### src/rtl/cpu_defs.sv
// Shared CPU constants: reset PC, the NOP instruction word and the fetch FSM encoding.
package cpu_defs;
  localparam logic [31:0] RESET_PC = 32'h0000_3000;
  localparam logic [31:0] NOP_WORD = 32'h0000_0000;

  typedef enum logic [1:0] {
    S_FETCH = 2'd0,
    S_DRAIN = 2'd1,
    S_HOLD  = 2'd2
  } fetch_state_e;
endpackage

### src/rtl/if_fetch.sv
// Instruction fetch stage: PC register, fetch FSM, stall hold buffer and IF/ID register.
module if_fetch
  import cpu_defs::*;
#(
  parameter logic [31:0] RESET_PC = cpu_defs::RESET_PC
) (
  input  logic        clk,
  input  logic        rst,
  input  logic [31:0] npc,
  input  logic        redirect,
  input  logic        stall,
  output logic [31:0] pc,
  output logic [31:0] pc_add4,
  output logic        imem_req,
  output logic [31:0] imem_addr,
  input  logic        imem_ack,
  input  logic [31:0] imem_rdata,
  output logic [31:0] if_id_instr,
  output logic [31:0] if_id_pc_add4,
  output logic        if_id_valid
);

  fetch_state_e state_q, state_d;
  logic [31:0]  pc_q, pc_d;
  logic [31:0]  buf_q, buf_d;
  logic [31:0]  tgt_q, tgt_d;
  logic [31:0]  instr_q, instr_d;
  logic [31:0]  pa4_q, pa4_d;
  logic         valid_q, valid_d;
  logic [31:0]  pc_plus4;

  assign pc_plus4      = pc_q + 32'd4;
  assign pc            = pc_q;
  assign pc_add4       = pc_plus4;
  assign imem_addr     = pc_q;
  assign imem_req      = (state_q != S_HOLD);
  assign if_id_instr   = instr_q;
  assign if_id_pc_add4 = pa4_q;
  assign if_id_valid   = valid_q;

  always_ff @(posedge clk) begin
    if (rst) begin
      state_q <= S_FETCH;
      pc_q    <= RESET_PC;
      buf_q   <= NOP_WORD;
      tgt_q   <= 32'd0;
      instr_q <= NOP_WORD;
      pa4_q   <= 32'd0;
      valid_q <= 1'b0;
    end else begin
      state_q <= state_d;
      pc_q    <= pc_d;
      buf_q   <= buf_d;
      tgt_q   <= tgt_d;
      instr_q <= instr_d;
      pa4_q   <= pa4_d;
      valid_q <= valid_d;
    end
  end

  // Stall outranks redirect everywhere; a stall with no completion leaves IF/ID untouched.
  always_comb begin
    state_d = state_q;
    pc_d    = pc_q;
    buf_d   = buf_q;
    tgt_d   = tgt_q;
    instr_d = instr_q;
    pa4_d   = pa4_q;
    valid_d = valid_q;
    unique case (state_q)
      S_FETCH: begin
        if (imem_ack) begin
          if (stall) begin
            buf_d   = imem_rdata;
            state_d = S_HOLD;
          end else if (redirect) begin
            instr_d = NOP_WORD;
            valid_d = 1'b0;
            pc_d    = npc;
          end else begin
            instr_d = imem_rdata;
            pa4_d   = pc_plus4;
            valid_d = 1'b1;
            pc_d    = npc;
          end
        end else if (!stall && redirect) begin
          valid_d = 1'b0;
          tgt_d   = npc;
          state_d = S_DRAIN;
        end
      end
      S_DRAIN: begin
        // Request stays on the old pc until memory answers; that answer is thrown away.
        if (imem_ack) begin
          pc_d    = tgt_q;
          state_d = S_FETCH;
        end
      end
      S_HOLD: begin
        if (!stall) begin
          if (redirect) begin
            instr_d = NOP_WORD;
            valid_d = 1'b0;
          end else begin
            instr_d = buf_q;
            pa4_d   = pc_plus4;
            valid_d = 1'b1;
          end
          pc_d    = npc;
          state_d = S_FETCH;
        end
      end
      default: state_d = S_FETCH;
    endcase
  end

endmodule

### config.mk
export PLATFORM = sky130hd
export DESIGN_NAME = if_fetch
export DESIGN_NICKNAME = d
export VERILOG_FILES = /design/src/rtl/cpu_defs.sv /design/src/rtl/if_fetch.sv
export SDC_FILE = /design/constraint.sdc
export NUM_CORES = 1
export LEC_CHECK = 0
export BUFFER_PORTS_ARGS = -buffer_cell sky130_fd_sc_hd__buf_2
export CAP_MARGIN = 30
export CELL_PAD_IN_SITES_DETAIL_PLACEMENT = 0
export CELL_PAD_IN_SITES_GLOBAL_PLACEMENT = 1
export CORE_MARGIN = 1
export CORE_UTILIZATION = 40
export DETAILED_ROUTE_END_ITERATION = 10
export PLACE_DENSITY_LB_ADDON = 0.1
export SYNTH_ARGS = -nofsm -noshare
export SYNTH_HDL_FRONTEND = slang
export SYNTH_SLANG_ARGS = --single-unit
### constraint.sdc
create_clock -name clk -period 5.17 [get_ports clk]
set_input_delay 0.2585 -clock clk [delete_from_list [all_inputs] [get_ports clk]]
set_output_delay 0.2585 -clock clk [all_outputs]
set_load 0.01 [all_outputs]
### Word-level counts from Yosys, hierarchy flattened

Index checks and enable logic that the tools add are counted.

| cells by class | value |
|---|---|
| divide/modulo/power cells | 0 |
| muxes and demuxes | 25 |
| multiply operators | 0 |
| reductions and logical operators | 12 |
| bitwise logic cells | 1 |
| order comparisons | 0 |
| $add $sub $neg | 1 |
| equality and inequality tests | 9 |
| shifts and indexed selects | 0 |

Operator list:

| kind | number |
|---|---|
| $mux 32 | 11 |
| $pmux 32 s2 | 2 |
| $pmux 32 s3 | 1 |
| $add 32x3->32 const B | 1 |
| $mux 2 | 5 |
| $ne 2x2->1 const B | 5 |
| $reduce_and 3->1 | 3 |
| $reduce_and 4->1 | 2 |
| $ne 3x3->1 const B | 2 |
| $pmux 2 s3 | 1 |
| $mux 1 | 4 |
| $reduce_and 2->1 | 2 |
| $reduce_bool 3->1 | 1 |
| $eq 2x1->1 const B | 1 |
| $eq 2x2->1 const B | 1 |
| $logic_not 2->1 | 1 |
| $pmux 1 s2 | 1 |
| $reduce_bool 2->1 | 1 |
| $logic_and 1x1->1 | 1 |
| $logic_not 1->1 | 1 |
| $not 1->1 | 1 |

| word-level totals | value |
|---|---|
| bits in writable memories | 0 |
| ROM bits | 0 |
| output and inout bits | 162 |
| memories kept | 0 |
| register bits after elaboration | 163 |
| logic and storage cells | 55 |
| bits in latches | 0 |

### Longest topological paths before layout

Gate-level depths: netlist of run 1.

| depth | value |
|---|---|
| word-level depth | 5 |
| depth in mapped cells | 6 |
| mapped depth without buffers | 5 |

### Least setup slack after synthesis of run 1

Ideal clock, no wire load.

| timing path | value |
|---|---|
| kind | register to output |
| from | register pc_q[2] (netlist: imem_addr[2]) |
| to | output port pc_add4[28] |
| path buffers | 1 |
| data arrival time | 1.913 ns |
| cell stages (with the launch flop) | 7 |
| required time | 4.912 ns |
| setup slack | 2.999 ns |
| path through | dfxtp_1 > ha_1 > clkbuf_1 > inv_1 > or4_1 > or3_1 > nand2_1 |

| on the way | value |
|---|---|
| cells in the longest elaborated chain, start to end | 1 |

Ends and longest elaborated chain:

| what | RTL line | text |
|---|---|---|
| start: declaration | if_fetch.sv:24 | `logic [31:0] pc_q, pc_d;` |
| start signal: assignment | if_fetch.sv:52 | `pc_q <= pc_d;` |
| $add 32x3->32 | if_fetch.sv:32 | `assign pc_plus4 = pc_q + 32'd4;` |
| end: declaration | if_fetch.sv:13 | `output logic [31:0] pc_add4,` |

No other way between the ends.

### Worst setup path in the final report of run 1

| timing path | value |
|---|---|
| from | register pc_q[4] (netlist: imem_addr[4]) |
| to | output port pc_add4[27] |

Same word-level chain as after synthesis.

==> results.env, run 1 <==
CTS.SINKS=163
P_PER_CELL_AREA_mW_PER_MM2=347
SYNTH.DISTINCT_CELLS=42
CTS-ROOT-TO-SINK-BUFFERS=2
DRC_VIOLATION_COUNT_AFTER_ROUTING=0
DESIGN.DIE.AREA_MM2=0.0186
TIMING.CRITICAL_PATH.MAX_DELAY_FAMILY='simple AND/OR/NAND/NOR gates'
NUMBER_OF_BUFFER_AND_INVERTER_STAGES_ON_THE_CRITICAL_PATH=1
FP.DIEW_UM=136
HP-START='imem_rdata[23]'
CLOCK_LATENCY_NS=0.42
SYNTH-MAIN-FF-CELL='sky130_fd_sc_hd__dfxtp_1'
MAPPEDNETLISTAREA_MM2=0.00722
SYNTH-EDFF-COUNT=0
CTS_TREE='built'
GP_CONGESTION=0.795
FIN_SKEW_NS=0.00671
FP.DIEH_UM=136
TRACK_USAGE_PCT=21.8
CTS-BUFFERS-INSERTED=17
SYNTH.AREA.TOP_CELLS='sky130_fd_sc_hd__dfxtp_1 45%, sky130_fd_sc_hd__nand2_1 8.3%, sky130_fd_sc_hd__mux2_2 5.3%'
ANTENNA_FOUND_INITIAL=1
HOLD_DEPTH=3
WORST-R2R-CELL-COUNT=5
SETUP_TNS_NS=0
AVGSYNTHCELLAREA_UM2=8.46
DIODES=0
MIN_PATH_TYPE='primary input to flop'
DESIGN.FINAL.NETS=1089
POST-ROUTE-MIN-PERIOD_NS=2.92
SYNTHTOLAYOUTAREAGROWTH_PCT=23.3
LARGEST_NET_DEGREE_AT_THE_START_OF_GLOBAL_ROUTING=72
POWER.STATIC_LEAKAGE_nW=3.98
LAYOUT-DRIVE-GT1-SHARE_PCT=31.0
POST_CTS_BUFFERS=0
FINAL_MIN_PERIOD_OVER_CLOCK_PERIOD_PCT=56.5
DRT_ITER0_DRC=389
CRIT_SLOWEST_CELL='sky130_fd_sc_hd__or4_1'
REQUIRED_NS=4.91
CRITPATHLAUNCHTYPE='flop'
SYNTH-SEQ-AREA-SHARE_PCT=45.2
FILLERS=1730
POSTCTSRESIZEDCELLS=0
MAX_CAP_VIOL_COUNT=0
VDD_IR_DROP_MAX_uV=232
POST_DRT_WL_PER_CELL_UM=16.2
SYNTH_ASYNC_SR_FLOP_SHARE_PCT=0
FINALHOLDVIOLCOUNT=0
WORST-R2R-SETUP-SLACK_NS=2.71
NUM_ROWS=48
FINAL-INSTANCE-COUNT-EXCL-FILL=1257
GRT_SETUP_UNREPAIRED='no'
SYNTH.FF_LATCH_COUNT=163
DP_CELLS=1225
GLOBAL_ROUTE.OVERFLOW_TOTAL=0
ROUTE.ANTENNA.REMAINING_NETS=0
POSTCTSHOLDBUFS=0
WORSTSETUPPATHTYPE='flop to output pin'
EFFECTIVE_UTILIZATION_AT_FLOORPLAN_PCT=41.3
SYNTH.MOST_COMMON_CELL='sky130_fd_sc_hd__dfxtp_1'
SYNTH_TOP_AREA_SHARE_PCT=45.2
CLOCK_PIN_SLEW_ON_THE_WORST_SETUP_AND_HOLD_PATHS_NS=0.06
NETLIST_TOP_CELLS_COUNT='163 x sky130_fd_sc_hd__dfxtp_1, 159 x sky130_fd_sc_hd__nand2_1, 90 x sky130_fd_sc_hd__nor2_1'
FIRST_GLOBAL_VIAS=5561
REG2REG_FROM='state_q[1]$_SDFFE_PP0P_'
IO_BUFFERS=230
MAX_SLEW_MARGIN_PCT=33.7
VIASPERCELL=5.15
TIGHTEST_SLEW_NS=0.994
CTS_MAX_LEVEL=4
END_OF_THE_WORST_REGISTER_TO_REGISTER_PATH='imem_addr[12]$_SDFFE_PP1P_'
OUTCOME='complete, no violations'
POST-DP-HPWL_MM=13.8
CTS-ROOT-BUF='sky130_fd_sc_hd__clkbuf_16'
DRT_PRE_ANTENNA_ITERS=5
SYNTH_FP_NETS=923
POST-SYNTH-TOP-AREA-CELL='sky130_fd_sc_hd__dfxtp_1'
SYNTH_WARNINGS=0
TOP_LEVEL_PORTS=231
LARGEST_FANOUT_ON_THE_CRITICAL_PATH=9
PATH_CELLS='nand4_1, or4_1, or3_2, nand2_1, buf_2'
WORST_EP_ARRIVAL_TIME_NS=2.67
FINAL_MAX_SLEW_VIOL_COUNT=0
GRT_FIRST_PASS_WIRELENGTH_MM=31.0
SYN_INST=853
DR_TOTAL_VIAS=6469
WORST_SETUP_PATH_END_KIND='output pin'
CORE_REGION_AREA_MM2=0.0175
TIMING.CRITICAL_PATH.SLOWEST_CELL_DELAY_NS=0.61
MIN_DELAY_WORST_ENDPOINT='buf_q[23]$_SDFFE_PP0P_'
MAXIMUM_CLOCK_FREQUENCY_MHz=342
TOTAL_WIRE_LENGTH_MM=20.3
SETUP-VIOLATIONS-FINAL=0
==> sequential cells by signal (all words and copies together), names as in the netlist <==
signal / count
buf_q: 32
if_id_instr: 32
if_id_pc_add4: 32
if_id_valid: 1
imem_addr: 32
state_q: 2
tgt_q: 32
==> layout by cell type (no fill, tap or decap), types with 2 or more instances in the layout <==
master	instances
sky130_fd_sc_hd__or4_1	9
sky130_fd_sc_hd__buf_4	13
sky130_fd_sc_hd__a211oi_1	35
sky130_fd_sc_hd__mux2i_1	31
sky130_fd_sc_hd__inv_6	3
sky130_fd_sc_hd__o31ai_1	5
sky130_fd_sc_hd__mux2_2	34
sky130_fd_sc_hd__dfxtp_1	163
sky130_fd_sc_hd__xnor2_1	11
sky130_fd_sc_hd__and4_1	5
sky130_fd_sc_hd__nor2b_1	3
sky130_fd_sc_hd__o21a_1	6
sky130_fd_sc_hd__a22oi_1	32
sky130_fd_sc_hd__a211o_1	2
sky130_fd_sc_hd__nand4_1	8
sky130_fd_sc_hd__a21oi_1	74
sky130_fd_sc_hd__nor3_1	5
sky130_fd_sc_hd__bufinv_16	2
sky130_fd_sc_hd__o21ba_2	2
sky130_fd_sc_hd__nand2b_1	2
sky130_fd_sc_hd__inv_1	12
sky130_fd_sc_hd__xor2_1	5
sky130_fd_sc_hd__nor4_1	8
sky130_fd_sc_hd__clkbuf_16	17
sky130_fd_sc_hd__nand3_1	15
sky130_fd_sc_hd__o21bai_1	2
sky130_fd_sc_hd__nor2_1	90
sky130_fd_sc_hd__buf_2	229
sky130_fd_sc_hd__clkinv_2	3
sky130_fd_sc_hd__clkbuf_8	4
sky130_fd_sc_hd__nand2_1	159
sky130_fd_sc_hd__or3_1	6
sky130_fd_sc_hd__a311oi_1	12
sky130_fd_sc_hd__clkinvlp_4	3
sky130_fd_sc_hd__o21ai_0	7
==> layout make-up <==
| class | count | area (um2) | share of cell area, % |
|---|---|---|---|
| inverter | 12 | 45.0 | 0.506 |
| tap | 225 | 282 | 3.16 |
| timing repair buffer | 243 | 1260 | 14.2 |
| clock buffer | 21 | 480 | 5.40 |
| clock inverter | 11 | 124 | 1.39 |
| sequential | 163 | 3260 | 36.7 |
| multi-input combinational | 582 | 3440 | 38.7 |
==> power breakdown <==
part	internal [mW]	switching, mW	total, mW
registers	1.32	0.0684	1.39
logic	0.170	0.238	0.408
clock network	0.765	0.529	1.29
total	2.26	0.835	3.09
==> metrics by stage <==
stage | setup WS [ns] | cell area (um2) | hold WS, ns | utilization, % | power (mW)
after CTS | 2.19 | 8900 | 0.0594 | 50.9 | 3.13
after global placement | 2.72 | 8280 | 0.441 | 47.4 | 1.83
after detailed placement | 2.66 | 8300 | 0.446 | 47.5 | 1.83
final | 2.25 | 8900 | 0.0763 | 50.9 | 3.09
after floorplan | 3.00 | 7220 | 0.370 | - | 1.67
after global routing | 2.06 | 8900 | 0.0645 | 50.9 | 3.23
==> logic make-up (layout without fill, tap and decap cells) <==
family / after synthesis / in the layout / synth area share, %
AO/OA/AOI/OAI: 180 / 180 / 16.2
XOR/XNOR: 16 / 16 / 1.94
adder cells (fa/ha/maj): 1 / 1 / 0.173
buffers and inverters: 108 / 287 / 7.49
flip-flops: 163 / 163 / 45.2
multiplexers: 65 / 65 / 9.61
AND/OR/NAND/NOR: 320 / 320 / 19.4
==> worst max-delay path by stage <==
| stage | startpoint | end | slack [ns] | depth (start not counted) |
|---|---|---|---|---|
| 2_1_floorplan | imem_addr[2]$_SDFFE_PP0P_ | pc_add4[28] | 3.00 | 6 |
| 4_1_cts | imem_addr[4]$_SDFFE_PP0P_ | pc_add4[27] | 2.19 | 5 |
| 3_5_place_dp | imem_addr[4]$_SDFFE_PP0P_ | pc_add4[27] | 2.66 | 5 |
| 5_1_grt | imem_addr[4]$_SDFFE_PP0P_ | pc_add4[31] | 2.06 | 5 |
| 3_3_place_gp | imem_addr[4]$_SDFFE_PP0P_ | pc_add4[27] | 2.72 | 5 |
| 6_report | imem_addr[4]$_SDFFE_PP0P_ | pc_add4[27] | 2.25 | 5 |
==> layer usage <==
metal / up-vias / track usage (%) / routed length, um
met1: 2971 / 31.9 / 10000
met5: - / 0 / 13
met2: 193 / 31.5 / 8920
li1: 3286 / - / -
met4: 2 / 6.48 / 212
met3: 17 / 4.85 / 1160
==> worst register-to-register path, stage by stage (launching register included) <==
cell and delay (ns):
sky130_fd_sc_hd__dfxtp_1 0.50, sky130_fd_sc_hd__nor2_1 0.20, sky130_fd_sc_hd__a211oi_4 0.76, sky130_fd_sc_hd__buf_4 0.51, sky130_fd_sc_hd__nor2b_1 0.12, sky130_fd_sc_hd__a211o_1 0.27
No activity file was read; power rests on OpenSTA's default activity.
==> inputs of run 2 (changes only) <==
Settings changed: ABC_AREA from default to 1, CORE_UTILIZATION 40 to 32.
Clock period 5.17 ns to 2.3 ns, I/O delays scaled along.
==> run 2 against run 1 <==
Net effect:
- sequential share of layout area fell by 4.2 points
- via count is 17% higher
- count of clock-buffer cells in the layout shrank 3
- critical path depth grew 3
- highest routed layer is now met4
- hold slack lost 0.068 ns
- non-clock buffer count increased by 68
- utilization fell by 7.0 points
==> results.env, run 2 <==
OUTCOME='complete, no violations'  # unchanged
LAYOUT-DRIVE-GT1-SHARE_PCT=22.4  # was 31.0%
MOSTFREQUENTLAYOUTCELLS='310 x sky130_fd_sc_hd__nand2_1, 230 x sky130_fd_sc_hd__buf_2, 162 x sky130_fd_sc_hd__dfxtp_1, 134 x sky130_fd_sc_hd__o21ai_0, 107 x sky130_fd_sc_hd__nor2_1'  # was 229 x sky130_fd_sc_hd__buf_2, 163 x sky130_fd_sc_hd__dfxtp_1, 159 x sky130_fd_sc_hd__nand2_1, 90 x sky130_fd_sc_hd__nor2_1, 74 x sky130_fd_sc_hd__a21oi_1
FINAL-SEQ-AREA_MM2=0.00326  # about the same
WORST_SETUP_PATH_END_KIND='output pin'  # unchanged
AVGSYNTHCELLAREA_UM2=6.76  # was 8.46 um2
TRACK_USAGE_PCT=20.5  # was 21.8%
CORE_REGION_AREA_MM2=0.0228  # was 0.0175 mm2
CRITPATHLAUNCHTYPE='flop'  # unchanged
GRT_SETUP_UNREPAIRED='no'  # unchanged
FILLERS=2494  # was 1,730
MAPPEDNETLISTAREA_MM2=0.00753  # was 0.00722 mm2
SYNTH-SEQ-AREA-SHARE_PCT=43.3  # was 45.2%
SYNTH_TOP_AREA_SHARE_PCT=43.3  # was 45.2%
P_PER_CELL_AREA_mW_PER_MM2=730  # was 347 mW/mm2
SYNTHTOLAYOUTAREAGROWTH_PCT=33.4  # was 23.3%
REQUIRED_NS=2.18  # was 4.91 ns
MAX_SLEW_MARGIN_PCT=52.7  # was 33.7%
MAX_CAP_VIOL_COUNT=0  # unchanged
CLOCK_LATENCY_NS=0.43  # was 0.42 ns
EFFECTIVE_UTILIZATION_AT_FLOORPLAN_PCT=33.0  # was 41.3%
GLOBAL_ROUTE.OVERFLOW_TOTAL=0  # unchanged
MET3_TRACK_DEMAND_OVER_RESOURCE_IN_GLOBAL_ROUTING_PCT=3.51  # was 4.85%
PATH_CELLS='ha_1, nand2_1, nor2_2, nand2_2, nor2_4, nand2_1, nand2_1, buf_2'  # was nand4_1, or4_1, or3_2, nand2_1, buf_2
LARGEST_FANOUT_ON_THE_CRITICAL_PATH=6  # was 9
POST_DRT_WL_PER_CELL_UM=14.9  # was 16.2 um
CTS.SINKS=163  # unchanged
NETLIST_TOP_CELLS_COUNT='312 x sky130_fd_sc_hd__nand2_1, 163 x sky130_fd_sc_hd__dfxtp_1, 134 x sky130_fd_sc_hd__o21ai_0'  # was 163 x sky130_fd_sc_hd__dfxtp_1, 159 x sky130_fd_sc_hd__nand2_1, 90 x sky130_fd_sc_hd__nor2_1
SYNTH_ASYNC_SR_FLOP_SHARE_PCT=0  # unchanged
POST-ROUTE-MIN-PERIOD_NS=2.12
LEADING_CELL_TYPE_IN_THE_LAYOUT_FILL_AND_TAPS_EXCLUDED='sky130_fd_sc_hd__nand2_1'  # was sky130_fd_sc_hd__buf_2
ANTENNA_FOUND_INITIAL=0  # was 1
IO_BUFFERS=230  # unchanged
FIRST_GLOBAL_VIAS=6605  # was 5,561
FINAL_MAX_SLEW_VIOL_COUNT=0  # unchanged
SETUP_TNS_NS=0  # unchanged
DR_TOTAL_VIAS=7549  # was 6,469
MAXIMUM_CLOCK_FREQUENCY_MHz=472
WORST_EP_ARRIVAL_TIME_NS=2.00  # was 2.67 ns
FP.DIEH_UM=155  # was 136 um
VIASPERCELL=4.51  # was 5.15
VDD_IR_DROP_MAX_uV=436  # was 232 uV
LARGEST_NET_DEGREE_AT_THE_START_OF_GLOBAL_ROUTING=70  # was 72
FINALHOLDVIOLCOUNT=0  # unchanged
GP_CONGESTION=0.800  # was 0.795
MULTIINPUTGATEAREA_MM2=0.00339  # was 0.00344 mm2
SYNTH.AREA.TOP_CELLS='sky130_fd_sc_hd__dfxtp_1 43%, sky130_fd_sc_hd__nand2_1 16%, sky130_fd_sc_hd__o21ai_0 8.9%'  # was sky130_fd_sc_hd__dfxtp_1 45%, sky130_fd_sc_hd__nand2_1 8.3%, sky130_fd_sc_hd__mux2_2 5.3%
SETUP_SLACK_NS=0.183  # was 2.25 ns
POST_CTS_BUFFERS=0  # unchanged
SYNTH.DISTINCT_CELLS=28  # was 42
POWER.STATIC_LEAKAGE_nW=4.79  # was 3.98 nW
TOP_LEVEL_PORTS=231  # unchanged
CTS-BUFFERS-INSERTED=17  # unchanged
SYNTH-EDFF-COUNT=0  # unchanged
DIODES=0  # unchanged
CTS-ROOT-TO-SINK-BUFFERS=2  # unchanged
WORSTSETUPPATHTYPE='flop to output pin'  # unchanged
CTS-ROOT-BUF='sky130_fd_sc_hd__clkbuf_16'  # unchanged
GRT_FIRST_PASS_WIRELENGTH_MM=38.0  # was 31.0 mm
DESIGN.DIE.AREA_MM2=0.0241  # was 0.0186 mm2
SYNTH-MAIN-FF-CELL='sky130_fd_sc_hd__dfxtp_1'  # unchanged
GRT-BUSIEST-LAYER='met1'  # unchanged
NUM_ROWS=55  # was 48
GRT_USE_MET1_PCT=31.6  # was 31.9%
FINAL_MIN_PERIOD_OVER_CLOCK_PERIOD_PCT=92.0
SYNTH_FP_NETS=1184  # was 923
SYN_INST=1114  # was 853
DRT_ITER0_DRC=482  # was 389
ROUTE.ANTENNA.REMAINING_NETS=0  # unchanged
CRIT_TOP_CELL='sky130_fd_sc_hd__nand2_1'
FP.DIEW_UM=155  # was 136 um
DRT_PRE_ANTENNA_ITERS=5  # unchanged
GR-USAGE-MET2_PCT=29.1  # was 31.5%
SYNTH.MOST_COMMON_CELL='sky130_fd_sc_hd__nand2_1'  # was sky130_fd_sc_hd__dfxtp_1
POST-SYNTH-TOP-AREA-CELL='sky130_fd_sc_hd__dfxtp_1'  # unchanged
TOTAL_WIRE_LENGTH_MM=24.9  # was 20.3 mm
SYNTH.FF_LATCH_COUNT=163  # unchanged
TIMING.CRITICAL_PATH.SLOWEST_CELL_DELAY_NS=0.41  # was 0.61 ns
CRIT_SLOWEST_CELL='sky130_fd_sc_hd__dfxtp_1'  # was sky130_fd_sc_hd__or4_1
POST-PLACE-WS_NS=0.347  # was 2.66 ns
CTS_MAX_LEVEL=4  # unchanged
DESIGN.FINAL.NETS=1418  # was 1,089
POST-DP-HPWL_MM=17.6  # was 13.8 mm
DRC_VIOLATION_COUNT_AFTER_ROUTING=0  # unchanged
SYNTH_WARNINGS=0  # unchanged
CTS_TREE='built'  # unchanged
CLOCK_PIN_SLEW_ON_THE_WORST_SETUP_AND_HOLD_PATHS_NS=0.07  # was 0.06 ns
SETUP-VIOLATIONS-FINAL=0  # unchanged
MIN_PATH_TYPE='primary input to flop'  # unchanged
TIGHTEST_SLEW_NS=0.709  # was 0.994 ns
FIN_SKEW_NS=0.0129  # was 0.00671 ns
-- run 2: cell types whose count changed in the layout (fill, tap and decap cells not counted), sizes merged, moves of 19 or more --
cell | previous run | this run
a211oi | 36 | 1
a21oi | 74 | 93
a22oi | 32 | 0
dlygate4sd3 | 0 | 64
inv | 15 | 114
mux2 | 34 | 0
mux2i | 31 | 0
nand2 | 159 | 313
nor2 | 90 | 118
o21ai | 8 | 145
-- run 2: worst paths after layout --
kind | slack, ns | end | cells after the start | from
setup / recovery | 0.18 | pc_add4[18] | 8 | imem_addr[3]$_SDFFE_PP0P_
hold / removal | 0.008 | tgt_q[24]$_SDFFE_PP0P_ | 3 | npc[24]
setup reg to reg | 0.45 | imem_addr[1]$_SDFFE_PP0P_ | 5 | state_q[0]$_SDFFE_PP0P_
hold reg to reg | 0.44 | tgt_q[1]$_SDFFE_PP0P_ | 2 | tgt_q[1]$_SDFFE_PP0P_
-- run 2: kinds of logic (layout without fill, tap and decap cells) --
kind of cell	count (synthesis)	in the layout	synth area share, %
flip-flops	163	163	43.3
AO/OA/AOI/OAI	271	271	19.1
buffers and inverters	205	452	12.4
AND/OR/NAND/NOR	466	466	24.0
XOR/XNOR	8	8	0.931
adder cells (fa/ha/maj)	1	1	0.166
-- run 2: final cells by class --
type	instances	share of cell area [%]
multi-input cells	746	33.7
clock buffers	18	4.27
inverters	109	4.09
clock inverters	14	1.92
well taps	313	3.90
flip-flops and latches	163	32.5
repair buffers	311	19.6
-- run 2: repair_timing --
| action | 4_1_cts | 5_1_grt |
|---|---|---|
| endpoints found under the setup margin | 3 | 20 |
| hold buffers | 64 | 0 |
| hold endpoints to repair | 69 | 0 |
| gates resized for setup | 1 | 12 |
| pin swaps | 0 | 0 |
-- run 2: stage by stage --
stage                     instances  hold WS [ns]  total power [mW]  util [%]  instance area [um2]
final                          1674       0.00786              7.34      44.0                10000
after global routing           1674        0.0233              7.66      44.0                10000
after CTS                      1674       0.00236              7.41      43.8                10000
after detailed placement       1578         0.387              4.25      38.3                 8740
after global placement         1578         0.382              4.25      38.3                 8740
after floorplan                1114         0.211              3.82         -                 7530
-- run 2: worst max-delay path: cells and delay by family, from the launching register on --
| family | cells | cell delay [ns] |
|---|---|---|
| and+or+nand+nor | 6 | 0.79 |
| DFF | 1 | 0.41 |
| adders and majority gates | 1 | 0.23 |
| buffers and inverters | 1 | 0.15 |
-- run 2: per-layer routing --
layer  part of all wire [%]  vias up
met5                      0        -
met4                   0.93        0
met1                     54     3394
met2                     41      173
met3                    4.5       18
li1                       -     3964
-- run 2: where the power goes --
part	internal (mW)	switching (mW)	total, mW
combinational	0.453	0.673	1.13
clock	1.75	1.32	3.07
sequential	2.99	0.142	3.14
total	5.20	2.14	7.34
